[config.mk]
export PLATFORM = sky130hd
export DESIGN_NAME = avalon_dual_master_arbiter_flat
export DESIGN_NICKNAME = d
export VERILOG_FILES = /design/src/rtl/avalon_arb_pkg.sv /design/src/rtl/avalon_dual_master_arbiter_if.sv /design/src/rtl/avalon_tag_fifo.sv /design/src/rtl/avalon_dual_master_arbiter.sv /design/src/flat_wrapper.sv
export SDC_FILE = /design/constraint.sdc
export NUM_CORES = 1
export LEC_CHECK = 0
export CAP_MARGIN = 0
export CELL_PAD_IN_SITES_DETAIL_PLACEMENT = 1
export CELL_PAD_IN_SITES_GLOBAL_PLACEMENT = 1
export CORE_AREA = 2 2 335 337
export DETAILED_ROUTE_END_ITERATION = 10
export DIE_AREA = 0 0 337 339
export GPL_TIMING_DRIVEN = 0
export PLACE_DENSITY = 0.5
export SYNTH_ARGS = -nofsm -noshare
export SYNTH_HDL_FRONTEND = slang
export SYNTH_HIERARCHICAL = 1
export SYNTH_SLANG_ARGS = --single-unit
export TNS_END_PERCENT = 50
[constraint.sdc]
create_clock -name iCLK -period 5.2 [get_ports iCLK]
set_clock_uncertainty 0.05 [all_clocks]
set_input_delay 1.3 -clock iCLK [delete_from_list [all_inputs] [get_ports iCLK]]
set_output_delay 1.3 -clock iCLK [all_outputs]
set_load 0.05 [all_outputs]
[src/rtl/avalon_arb_pkg.sv]
// Shared definitions for the dual-master Avalon-MM arbiter: FSM encoding,
// master identifiers and default bus widths.
package avalon_arb_pkg;

    localparam int ADDR_W_DEF    = 26;
    localparam int DATA_W_DEF    = 128;
    localparam int PEND_LOG2_DEF = 3;

    typedef enum logic [1:0] {
        IDLE   = 2'd0,
        GRANT0 = 2'd1,
        GRANT1 = 2'd2
    } arb_state_e;

    typedef logic master_id_t;

    localparam master_id_t M0 = 1'b0;
    localparam master_id_t M1 = 1'b1;

endpackage

[src/rtl/avalon_dual_master_arbiter_if.sv]
// One Avalon-MM command/response link. The master modport issues commands,
// the slave modport answers them; the arbiter is a slave towards each local
// master and a master towards the DDR3 controller.
interface avalon_dual_master_arbiter_if #(
    parameter int ADDR_W = avalon_arb_pkg::ADDR_W_DEF,
    parameter int DATA_W = avalon_arb_pkg::DATA_W_DEF
);

    logic [ADDR_W-1:0] addr;
    logic [DATA_W-1:0] wdata;
    logic              read;
    logic              write;
    logic              waitrequest_n;
    logic              readdatavalid;
    logic [DATA_W-1:0] readdata;

    modport master (
        output addr, wdata, read, write,
        input  waitrequest_n, readdatavalid, readdata
    );

    modport slave (
        input  addr, wdata, read, write,
        output waitrequest_n, readdatavalid, readdata
    );

endinterface

[src/rtl/avalon_tag_fifo.sv]
// In-order FIFO of 1-bit master tags, one entry per outstanding read.
// Push/pop are expected to be pre-qualified by the caller but are guarded
// against overflow/underflow here as well.
module avalon_tag_fifo #(
    parameter int PEND_LOG2 = 3
) (
    input  logic               clk,
    input  logic               rst_n,
    input  logic               push,
    input  logic               push_id,
    input  logic               pop,
    output logic               head_id,
    output logic               full,
    output logic               empty,
    output logic [PEND_LOG2:0] count
);

    localparam int DEPTH = 2 ** PEND_LOG2;
    localparam logic [PEND_LOG2-1:0] PTR_ONE   = PEND_LOG2'(1);
    localparam logic [PEND_LOG2:0]   CNT_ONE   = (PEND_LOG2 + 1)'(1);
    localparam logic [PEND_LOG2:0]   CNT_DEPTH = (PEND_LOG2 + 1)'(DEPTH);

    logic [DEPTH-1:0]     mem_q, mem_d;
    logic [PEND_LOG2-1:0] wr_ptr_q, wr_ptr_d;
    logic [PEND_LOG2-1:0] rd_ptr_q, rd_ptr_d;
    logic [PEND_LOG2:0]   count_q, count_d;
    logic                 do_push, do_pop;

    // Pointer/count update; pointers wrap naturally at the power-of-two depth
    always_comb begin
        mem_d    = mem_q;
        wr_ptr_d = wr_ptr_q;
        rd_ptr_d = rd_ptr_q;
        count_d  = count_q;
        do_push  = push & ~full;
        do_pop   = pop & ~empty;
        if (do_push) begin
            mem_d[wr_ptr_q] = push_id;
            wr_ptr_d        = wr_ptr_q + PTR_ONE;
        end
        if (do_pop) begin
            rd_ptr_d = rd_ptr_q + PTR_ONE;
        end
        case ({do_push, do_pop})
            2'b10:   count_d = count_q + CNT_ONE;
            2'b01:   count_d = count_q - CNT_ONE;
            default: count_d = count_q;
        endcase
    end

    // Storage and pointers, cleared by synchronous reset
    always_ff @(posedge clk) begin
        if (!rst_n) begin
            mem_q    <= '0;
            wr_ptr_q <= '0;
            rd_ptr_q <= '0;
            count_q  <= '0;
        end else begin
            mem_q    <= mem_d;
            wr_ptr_q <= wr_ptr_d;
            rd_ptr_q <= rd_ptr_d;
            count_q  <= count_d;
        end
    end

    // Status and head-of-queue view
    always_comb begin
        full    = (count_q == CNT_DEPTH);
        empty   = (count_q == '0);
        count   = count_q;
        head_id = mem_q[rd_ptr_q];
    end

endmodule

[src/rtl/avalon_dual_master_arbiter.sv]
// Round-robin arbiter sharing the DDR3 controller's Avalon-MM port between
// two local masters, one command per grant, with read data routed back
// through an in-order tag FIFO.
module avalon_dual_master_arbiter
    import avalon_arb_pkg::*;
#(
    parameter int ADDR_W    = ADDR_W_DEF,
    parameter int DATA_W    = DATA_W_DEF,
    parameter int PEND_LOG2 = PEND_LOG2_DEF
) (
    input  logic                          iCLK,
    input  logic                          iRST_n,
    input  logic                          local_init_done,
    avalon_dual_master_arbiter_if.slave   m0,
    avalon_dual_master_arbiter_if.slave   m1,
    avalon_dual_master_arbiter_if.master  avl,
    output logic                          avl_burstbegin,
    output logic [PEND_LOG2:0]            pend_cnt,
    output logic                          arb_err
);

    arb_state_e state_q, state_d;
    master_id_t last_grant_q, last_grant_d;
    logic       arb_err_q, arb_err_d;

    logic fifo_full, fifo_empty, fifo_head, fifo_push, fifo_pop;

    logic m0_wr, m0_rd, m1_wr, m1_rd, req0, req1;

    logic              sel_valid, sel_wr, sel_rd, sel_both, cmd_accept;
    master_id_t        granted_id;
    logic [ADDR_W-1:0] sel_addr;
    logic [DATA_W-1:0] sel_wdata;

    // Qualify requests: write beats read, reads held off while the tag FIFO is full
    always_comb begin
        m0_wr = m0.write;
        m0_rd = m0.read & ~m0.write & ~fifo_full;
        m1_wr = m1.write;
        m1_rd = m1.read & ~m1.write & ~fifo_full;
        req0  = m0_wr | m0_rd;
        req1  = m1_wr | m1_rd;
    end

    // Select the granted master's command and detect acceptance by the controller
    always_comb begin
        sel_valid  = 1'b0;
        granted_id = M0;
        sel_wr     = 1'b0;
        sel_rd     = 1'b0;
        sel_both   = 1'b0;
        sel_addr   = '0;
        sel_wdata  = '0;
        unique case (state_q)
            GRANT0: begin
                sel_valid  = 1'b1;
                granted_id = M0;
                sel_wr     = m0_wr;
                sel_rd     = m0_rd;
                sel_both   = m0.read & m0.write;
                sel_addr   = m0.addr;
                sel_wdata  = m0.wdata;
            end
            GRANT1: begin
                sel_valid  = 1'b1;
                granted_id = M1;
                sel_wr     = m1_wr;
                sel_rd     = m1_rd;
                sel_both   = m1.read & m1.write;
                sel_addr   = m1.addr;
                sel_wdata  = m1.wdata;
            end
            default: ;
        endcase
        cmd_accept = sel_valid & avl.waitrequest_n & (sel_wr | sel_rd);
    end

    // State, round-robin pointer and sticky error flag
    always_ff @(posedge iCLK) begin
        if (!iRST_n) begin
            state_q      <= IDLE;
            last_grant_q <= M1;
            arb_err_q    <= 1'b0;
        end else begin
            state_q      <= state_d;
            last_grant_q <= last_grant_d;
            arb_err_q    <= arb_err_d;
        end
    end

    // Next-state: grant from IDLE, return to IDLE after acceptance or a withdrawn request
    always_comb begin
        state_d      = state_q;
        last_grant_d = last_grant_q;
        arb_err_d    = arb_err_q;
        case (state_q)
            IDLE: begin
                if (local_init_done) begin
                    if (req0 && req1) begin
                        state_d = (last_grant_q == M0) ? GRANT1 : GRANT0;
                    end else if (req0) begin
                        state_d = GRANT0;
                    end else if (req1) begin
                        state_d = GRANT1;
                    end
                end
            end
            GRANT0, GRANT1: begin
                if (sel_both) begin
                    arb_err_d = 1'b1;
                end
                if (!(sel_wr || sel_rd)) begin
                    state_d   = IDLE;
                    arb_err_d = 1'b1;
                end else if (cmd_accept) begin
                    state_d      = IDLE;
                    last_grant_d = granted_id;
                end
            end
            default: state_d = IDLE;
        endcase
        if (avl.readdatavalid && fifo_empty) begin
            arb_err_d = 1'b1;
        end
    end

    // Outputs: controller command mux, per-master handshakes and read-data routing
    always_comb begin
        avl.addr         = sel_addr;
        avl.wdata        = sel_wdata;
        avl.write        = sel_wr;
        avl.read         = sel_rd;
        avl_burstbegin   = sel_wr | sel_rd;
        m0.waitrequest_n = (state_q == GRANT0) & avl.waitrequest_n;
        m1.waitrequest_n = (state_q == GRANT1) & avl.waitrequest_n;
        fifo_push        = cmd_accept & sel_rd;
        fifo_pop         = avl.readdatavalid & ~fifo_empty;
        m0.readdatavalid = fifo_pop & (fifo_head == M0);
        m1.readdatavalid = fifo_pop & (fifo_head == M1);
        m0.readdata      = avl.readdata;
        m1.readdata      = avl.readdata;
        arb_err          = arb_err_q;
    end

    avalon_tag_fifo #(
        .PEND_LOG2 (PEND_LOG2)
    ) u_tag_fifo (
        .clk     (iCLK),
        .rst_n   (iRST_n),
        .push    (fifo_push),
        .push_id (granted_id),
        .pop     (fifo_pop),
        .head_id (fifo_head),
        .full    (fifo_full),
        .empty   (fifo_empty),
        .count   (pend_cnt)
    );

endmodule

[src/flat_wrapper.sv]
// flat-port wrapper written by rule: the top's interface ports become plain ports
module avalon_dual_master_arbiter_flat import avalon_arb_pkg::*;
#(
    parameter int ADDR_W    = ADDR_W_DEF,
    parameter int DATA_W    = DATA_W_DEF,
    parameter int PEND_LOG2 = PEND_LOG2_DEF
)
  (iCLK, iRST_n, local_init_done, avl_burstbegin, pend_cnt, arb_err, m0_addr, m0_wdata, m0_read, m0_write, m0_waitrequest_n, m0_readdatavalid, m0_readdata, m1_addr, m1_wdata, m1_read, m1_write, m1_waitrequest_n, m1_readdatavalid, m1_readdata, avl_addr, avl_wdata, avl_read, avl_write, avl_waitrequest_n, avl_readdatavalid, avl_readdata);
  avalon_dual_master_arbiter_if #(.ADDR_W(ADDR_W), .DATA_W(DATA_W)) m0_i ();
  avalon_dual_master_arbiter_if #(.ADDR_W(ADDR_W), .DATA_W(DATA_W)) m1_i ();
  avalon_dual_master_arbiter_if #(.ADDR_W(ADDR_W), .DATA_W(DATA_W)) avl_i ();
  input  logic iCLK;
  input  logic iRST_n;
  input  logic local_init_done;
  output logic avl_burstbegin;
  output logic [PEND_LOG2:0] pend_cnt;
  output logic arb_err;
  input wire logic [$bits(m0_i.addr)-1:0] m0_addr;
  input wire logic [$bits(m0_i.wdata)-1:0] m0_wdata;
  input wire logic [$bits(m0_i.read)-1:0] m0_read;
  input wire logic [$bits(m0_i.write)-1:0] m0_write;
  output wire logic [$bits(m0_i.waitrequest_n)-1:0] m0_waitrequest_n;
  output wire logic [$bits(m0_i.readdatavalid)-1:0] m0_readdatavalid;
  output wire logic [$bits(m0_i.readdata)-1:0] m0_readdata;
  input wire logic [$bits(m1_i.addr)-1:0] m1_addr;
  input wire logic [$bits(m1_i.wdata)-1:0] m1_wdata;
  input wire logic [$bits(m1_i.read)-1:0] m1_read;
  input wire logic [$bits(m1_i.write)-1:0] m1_write;
  output wire logic [$bits(m1_i.waitrequest_n)-1:0] m1_waitrequest_n;
  output wire logic [$bits(m1_i.readdatavalid)-1:0] m1_readdatavalid;
  output wire logic [$bits(m1_i.readdata)-1:0] m1_readdata;
  output wire logic [$bits(avl_i.addr)-1:0] avl_addr;
  output wire logic [$bits(avl_i.wdata)-1:0] avl_wdata;
  output wire logic [$bits(avl_i.read)-1:0] avl_read;
  output wire logic [$bits(avl_i.write)-1:0] avl_write;
  input wire logic [$bits(avl_i.waitrequest_n)-1:0] avl_waitrequest_n;
  input wire logic [$bits(avl_i.readdatavalid)-1:0] avl_readdatavalid;
  input wire logic [$bits(avl_i.readdata)-1:0] avl_readdata;
  assign m0_i.addr = m0_addr;
  assign m0_i.wdata = m0_wdata;
  assign m0_i.read = m0_read;
  assign m0_i.write = m0_write;
  assign m0_waitrequest_n = m0_i.waitrequest_n;
  assign m0_readdatavalid = m0_i.readdatavalid;
  assign m0_readdata = m0_i.readdata;
  assign m1_i.addr = m1_addr;
  assign m1_i.wdata = m1_wdata;
  assign m1_i.read = m1_read;
  assign m1_i.write = m1_write;
  assign m1_waitrequest_n = m1_i.waitrequest_n;
  assign m1_readdatavalid = m1_i.readdatavalid;
  assign m1_readdata = m1_i.readdata;
  assign avl_addr = avl_i.addr;
  assign avl_wdata = avl_i.wdata;
  assign avl_read = avl_i.read;
  assign avl_write = avl_i.write;
  assign avl_i.waitrequest_n = avl_waitrequest_n;
  assign avl_i.readdatavalid = avl_readdatavalid;
  assign avl_i.readdata = avl_readdata;
  avalon_dual_master_arbiter #(.ADDR_W(ADDR_W), .DATA_W(DATA_W), .PEND_LOG2(PEND_LOG2)) u_core (.iCLK(iCLK), .iRST_n(iRST_n), .local_init_done(local_init_done), .m0(m0_i), .m1(m1_i), .avl(avl_i), .avl_burstbegin(avl_burstbegin), .pend_cnt(pend_cnt), .arb_err(arb_err));
endmodule
### Word-level counts from Yosys, hierarchy flattened

Index checks and enable logic that the tools add are counted.

| word-level totals | value |
|---|---|
| register bits | 22 |
| input port bits | 445 |
| output and inout port bits | 422 |
| logic and storage cells | 84 |

| cells by class | value |
|---|---|
| $add $sub $neg | 4 |
| magnitude comparators | 3 |
| eq/ne operators | 9 |
| mux-type cells | 25 |
| bitwise gates (word level) | 24 |
| reduce and logical (&&, ||, !) cells | 12 |

Operator list:

| cell | count |
|---|---|
| 128-bit one-hot mux with 2 select lines | 1 |
| 26-bit one-hot mux with 2 select lines | 1 |
| 1-bit AND | 16 |
| 2-bit two-way mux | 7 |
| 8-bit bitwise mux | 1 |
| 3-bit by 4-bit < comparator with 1-bit output, second input constant | 2 |
| 1-bit two-way mux | 8 |
| 4-bit one-hot mux with 2 select lines | 1 |
| 3-bit by 1-bit adder with 3-bit output, second input constant | 2 |
| 3-bit by 2-bit != test with 1-bit output, second input constant | 2 |
| 1-bit one-hot mux with 2 select lines | 3 |
| 3-bit AND reduction | 2 |
| 1-bit inverter | 5 |
| 4-bit by 1-bit adder with 4-bit output, second input constant | 1 |
| 2-bit by 1-bit equality test with 1-bit output, second input constant | 2 |
| 2-bit equality test, second input constant | 2 |
| 4-bit equality test, second input constant | 1 |
| 4-bit zero test | 1 |
| 4-bit by 1-bit != test with 1-bit output, second input constant | 1 |
| 2-bit one-hot mux with 2 select lines | 1 |
| 2-bit nonzero test | 2 |
| 4-bit by 1-bit subtractor with 4-bit output, second input constant | 1 |
| 1-bit binary-select mux with 3-bit select | 1 |
| 1-bit demux with 3-bit select | 1 |
| 8 further kinds | 12 |

### Longest topological paths before layout

| logic depth | value |
|---|---|
| word-level depth | 10 |
| mapped depth | 13 |
| gate-level depth less buffers | 12 |

### Modules after synthesis

Netlist, hierarchy kept.

Modules (own cells, without submodules):

| module | times used | cells each | area each (µm²) | seq. area each (µm²) |
|---|---|---|---|---|
| avalon_dual_master_arbiter | 1 | 669 | 4,653.2 | 80.1 |
| avalon_tag_fifo | 1 | 99 | 1,037.2 | 360.3 |

### Least setup slack after synthesis

OpenSTA, ideal clock, no wires.

| timing path | value |
|---|---|
| path kind | input port to flip-flop |
| start point | input m0_write |
| end point | register u_core.u_tag_fifo.count_q[3], in the netlist u_core/u_tag_fifo/count[3] |
| setup time | 72 ps |
| data arrival time | 3,522 ps |
| data required time | 5,078 ps |
| setup slack | 1,557 ps |
| cell stages on the path | 10 |
| buffers on the path | 0 |
| cell sequence | nor4bb_1 -> o21ai_0 -> nor2_1 -> nand2_4 -> ha_1 -> ha_1 -> a21o_2 -> a21oi_1 -> mux2i_1 -> mux2i_1 |

| on the way | value |
|---|---|
| longest elaborated chain between the ends | 10 |
| elaborated cells on any way between the ends | 13 |
| classes of those cells | eq/ne (2); mux (3); bitwise (7); reduce/logical (1) |

RTL lines:

| element | line | text |
|---|---|---|
| from (decl) | flat_wrapper.sv:21 | `input wire logic [$bits(m0_i.write)-1:0] m0_write;` |
| 1-bit inverter | avalon_dual_master_arbiter.sv:38 | `m0_rd = m0.read & ~m0.write & ~fifo_full;` |
| 1-bit AND (2 in a row) | avalon_dual_master_arbiter.sv:38 |  |
| 1-bit one-hot mux with 2 select lines | avalon_dual_master_arbiter.sv:54 | `unique case (state_q)` |
| 1-bit OR | avalon_dual_master_arbiter.sv:75 | `cmd_accept = sel_valid & avl.waitrequest_n & (sel_wr \| sel_rd);` |
| 1-bit AND | avalon_dual_master_arbiter.sv:75 |  |
| 1-bit AND * | avalon_dual_master_arbiter.sv:136 | `fifo_push = cmd_accept & sel_rd;` |
| net u_core.fifo_push | avalon_dual_master_arbiter.sv:26 | `logic fifo_full, fifo_empty, fifo_head, fifo_push, fifo_pop;` |
| 1-bit AND * | avalon_tag_fifo.sv:35 | `do_push = push & ~full;` |
| 2-bit by 1-bit equality test with 1-bit output or 2-bit equality test (tied branches) | avalon_tag_fifo.sv:44 | `case ({do_push, do_pop})` |
| 4-bit one-hot mux with 2 select lines or 2-bit nonzero test (tied branches) | -- |  |
| to (signal assigned) | avalon_tag_fifo.sv:62 | `count_q <= count_d;` |
| to (decl) | avalon_tag_fifo.sv:26 | `logic [PEND_LOG2:0] count_q, count_d;` |

Mark *: on every way through the listed nets, which the timed path passes. The rest lies on a longest branch.
A chain may end at the register's enable or synchronous reset.

### Worst setup path in the final report

| timing path | value |
|---|---|
| start point | register u_core.state_q[1] |
| end point | output avl_wdata[90] |

| on the way | value |
|---|---|
| longest elaborated chain between the ends | 2 |
| elaborated cells on any way between the ends | 3 |
| classes of those cells | eq/ne (2); mux (1) |

RTL lines:

| element | line | text |
|---|---|---|
| from (decl) | avalon_dual_master_arbiter.sv:22 | `arb_state_e state_q, state_d;` |
| from (signal assigned) | avalon_dual_master_arbiter.sv:85 | `state_q <= state_d;` |
| 2-bit equality test or 2-bit by 1-bit equality test with 1-bit output (tied branches) | avalon_dual_master_arbiter.sv:54 |  |
| 128-bit one-hot mux with 2 select lines * | avalon_dual_master_arbiter.sv:54 |  |
| to (decl) | flat_wrapper.sv:33 | `output wire logic [$bits(avl_i.wdata)-1:0] avl_wdata;` |

Every way passes the cells marked *; elsewhere a longest branch is shown, timed or not.

==> qor.tcl <==
set qor(status) {completed}
set qor(crit_path_max_fanout) 11
set qor(cts-resized-gates) 7
set qor(synth.distinct_cells) 51
set qor(cp_slowest_cell) {sky130_fd_sc_hd__clkdlybuf4s50_1}
set qor(post-route-cell-area_sq_um) 15100
set qor(synth_xor_area_share_pct) 0.923
set qor(setup_viol_count_final) 0
set qor(global_route.overflow_total) 0
set qor(rr_endpoint) {u_core/u_tag_fifo/count[3]}
set qor(routed_via_density) 2.76
set qor(cp.required_ns) 3.85
set qor(async_reset_ff_share_pct) 0
set qor(root_buffer) {sky130_fd_sc_hd__clkbuf_16}
set qor(synth.most_common_cell) {sky130_fd_sc_hd__buf_4}
set qor(dieArea_sq_um) 114000
set qor(synthesis.nets) 1223
set qor(whs_path_depth) 2
set qor(worst_ep_arrival_time_ns) 3.72
set qor(chipWidth_microns) 337
set qor(max-clock-path-buffers) 2
set qor(crit_top_cell) {sky130_fd_sc_hd__clkbuf_1}
set qor(synth_compound_gate_area_share_pct) 23.7
set qor(drive_above_1_share_pct) 19.0
set qor(cts.sinks) 22
set qor(grt_max_degree) 17
set qor(hold_start) {u_core/state_q[1]}
set qor(share_of_cell_area_taken_by_muxes_after_synthesis_pct) 2.92
set qor(clk_transition_reported_paths_ns) 0.06
set qor(synth-edff-count) 0
set qor(worst-r2r-setup-slack_ns) 1.52
set qor(drv_slew) 0
set qor(netlist.area_leader.share_pct) 33.8
set qor(tightest_slew_ns) 1.14
set qor(holdCritPathClass) {register to register}
set qor(finalNetCount) 1965
set qor(mean_area_per_synthesized_cell_sq_um) 7.41
set qor(cp_top_family) {buffers and inverters}
set qor(place_hpwl_microns) 57900
set qor(clk_latency_ns) 0.26
set qor(ff2ff_path_depth) 13
set qor(ys_top_cells_by_count) {sky130_fd_sc_hd__buf_4 (256), sky130_fd_sc_hd__nor2b_1 (166), sky130_fd_sc_hd__a22oi_1 (155)}
set qor(path_class) {register to output port}
set qor(ys_top_cells_by_area) {sky130_fd_sc_hd__buf_4 (34%), sky130_fd_sc_hd__a22oi_1 (20%), sky130_fd_sc_hd__nor2b_1 (18%)}
set qor(grt_first_pass_wirelength_microns) 79700
set qor(die_height_microns) 339
set qor(timing_hold_violations_final) 0
set qor(numPortBuffers) 738
set qor(min_period_ns) 5.07
set qor(setup.worst_path.start_class) {register}
set qor(routed_wl_microns) 62700
set qor(tritoncts_clock_tree) {built}
set qor(core.rowCount) 122
set qor(first_global_vias) 8718
set qor(rr_startpoint) {u_core/u_tag_fifo/count[0]}
set qor(grt.total_usage_pct) 10.3
set qor(final.period_utilization_pct) 97.5
set qor(floorplan.io_pins) 867
set qor(placement.cell_area_sq_um) 14900
set qor(worst_slew_margin_rel_pct) 24.0
set qor(post_drt_wl_per_cell_microns) 20.9
set qor(worst_hold_end) {u_core/state_q[1]}
set qor(synth_adder_area_share_pct) 2.33
set qor(clock_tree.htree_level_count) 1
set qor(power_density_nw_per_um2) 129
set qor(vdd_ir_drop_max_mv) 0.0807
set qor(synth-seq-area-share_pct) 7.74
set qor(initial_utilization_pct) 5.16
set qor(drt-pass1-iter-count) 4
set qor(detail_route.iter0.violations) 248
set qor(hold_buffers_post_cts) 0
set qor(gpl.final_weighted_congestion) 0.800
set qor(synth_top_family_by_area) {buffers and inverters}
set qor(drc) 0
set qor(total_setup_buffers_inserted_after_cts) 0
set qor(antenna_found_initial) 32
set qor(crit_buf_inv) 4
set qor(setup_repair_after_global_routing_missed_its_margin) {yes}
set qor(via_count) 8289
set qor(timing.critical_path.to_type) {output port}
set qor(ys_seq_elements) 22
set qor(max_cap_viol_count) 0
set qor(crit_chain) {inv_1, ha_1, clkbuf_1, clkbuf_1, a22oi_1, nor2b_1, clkdlybuf4s50_1}
set qor(yosys.area_share.simple_pct) 23.8
set qor(synthFlopType) {sky130_fd_sc_hd__dfxtp_1}
set qor(tritoncts.num_buffers) 3
set qor(placeableCoreArea_sq_um) 110000
set qor(layout-area-overhead-vs-synth_pct) 165
set qor(layout.core_utilization_pct) 13.7
set qor(synth_area_leader_cell) {sky130_fd_sc_hd__buf_4}
set qor(synth_warnings) 6
set qor(p_leak_nw) 5.12
set qor(maxClockFrequency_mhz) 197
set qor(ant_nets) 0
set qor(cell_count_after_synthesis) 768
set qor(syn-cell-area_sq_um) 5690
set qor(finalHoldWorstSlack_ns) 0.443
set qor(critPathMaxStageDelay_ns) 1.00
-- report_power, final --
group,switching [W],total (W),internal (W)
combinational,0.000880,0.00155,0.000671
clock,0.0000683,0.000221,0.000153
sequential,0.00000221,0.000173,0.000171
-- tightest hold or removal path: stages, from the launching register on --
cell                        delay [ns]
sky130_fd_sc_hd__dfxtp_1          0.33
sky130_fd_sc_hd__nand2_1          0.06
sky130_fd_sc_hd__o2bb2ai_1        0.06
-- placed cells by master, fill, tap and decap left out, types with 2 or more instances in the layout --
cell / count
sky130_fd_sc_hd__clkbuf_4: 2
sky130_fd_sc_hd__mux4_2: 2
sky130_fd_sc_hd__clkbuf_2: 5
sky130_fd_sc_hd__a21oi_1: 3
sky130_fd_sc_hd__o21ai_0: 5
sky130_fd_sc_hd__clkbuf_16: 3
sky130_fd_sc_hd__inv_1: 10
sky130_fd_sc_hd__and2_1: 10
sky130_fd_sc_hd__o31ai_1: 2
sky130_fd_sc_hd__nand3b_1: 2
sky130_fd_sc_hd__nand3_1: 4
sky130_fd_sc_hd__dfxtp_1: 22
sky130_fd_sc_hd__ha_1: 8
sky130_fd_sc_hd__nand2_1: 12
sky130_fd_sc_hd__diode_2: 4
sky130_fd_sc_hd__nor2_1: 3
sky130_fd_sc_hd__a22oi_1: 155
sky130_fd_sc_hd__o2bb2ai_1: 2
sky130_fd_sc_hd__xnor2_1: 4
sky130_fd_sc_hd__mux2i_1: 11
sky130_fd_sc_hd__nor3_2: 2
sky130_fd_sc_hd__nor4b_2: 2
sky130_fd_sc_hd__a22o_1: 2
sky130_fd_sc_hd__buf_1: 6
sky130_fd_sc_hd__and4bb_1: 2
sky130_fd_sc_hd__clkdlybuf4s50_1: 736
sky130_fd_sc_hd__buf_2: 4
sky130_fd_sc_hd__clkbuf_1: 37
sky130_fd_sc_hd__xor2_1: 2
sky130_fd_sc_hd__nor2b_1: 166
sky130_fd_sc_hd__buf_4: 256
-- cells by family after synthesis --
group,count (synthesis)
buffers and inverters,324
and+or+nand+nor,212
AOI/OAI and AO/OA,180
DFF,22
muxes,14
adders and majority gates,10
xor gates and xnor gates,6
-- metal layers --
layer,track usage (%),wire length (microns),up-vias
met1,13.4,27200,3906
met5,0,84,-
met3,3.89,6420,40
li1,-,-,3879
met2,16.8,28500,450
met4,0.744,534,14
-- registers in the layout, summed over array words and instances (netlist names) --
| signal | cells |
|---|---|
| u_core/u_tag_fifo/count | 4 |
| u_core/u_tag_fifo/rd_ptr_q | 3 |
| u_core/last_grant_q | 1 |
| u_core/u_tag_fifo/wr_ptr_q | 3 |
| u_core/state_q | 2 |
| u_core/u_tag_fifo/mem_q | 8 |
| u_core/arb_err | 1 |
-- through the flow --
step	setup TNS, ns	power, W	setup slack, ns	instances
6_report	0	0.00194	0.130	3001
5_1_grt	-0.00328	0.00203	-0.00328	2997
4_1_cts	0	0.00198	0.00801	2997
3_5_place_dp	-15.28	0.00174	-0.413	2994
3_3_place_gp	-23.40	0.00174	-0.630	2994
2_1_floorplan	0	0.00105	1.56	768
-- worst max path at each step --
stage,slack (ns),from,depth (start not counted),endpoint
after global routing,-0.003,u_core/state_q[0],8,avl_wdata[56]
final,0.13,u_core/state_q[1],7,avl_wdata[90]
after CTS,0.008,u_core/state_q[1],7,avl_wdata[56]
after detailed placement,-0.41,u_core/state_q[0],7,avl_wdata[77]
after floorplan,1.56,m0_write,10,u_core/u_tag_fifo/count[3]
after global placement,-0.63,u_core/state_q[0],8,avl_wdata[9]
-- final cells by class --
type | count | area (sq um)
fill | 13200 | 95300
timing repair buffer | 738 | 7390
multi-input combinational | 422 | 3060
buffer | 312 | 2160
tap | 1488 | 1860
sequential | 22 | 440
clock buffer | 3 | 75.1
inverter | 11 | 48.8
clock inverter | 1 | 30.0
antenna | 4 | 10.0
Note: power is estimated with default switching activity, not from simulation.
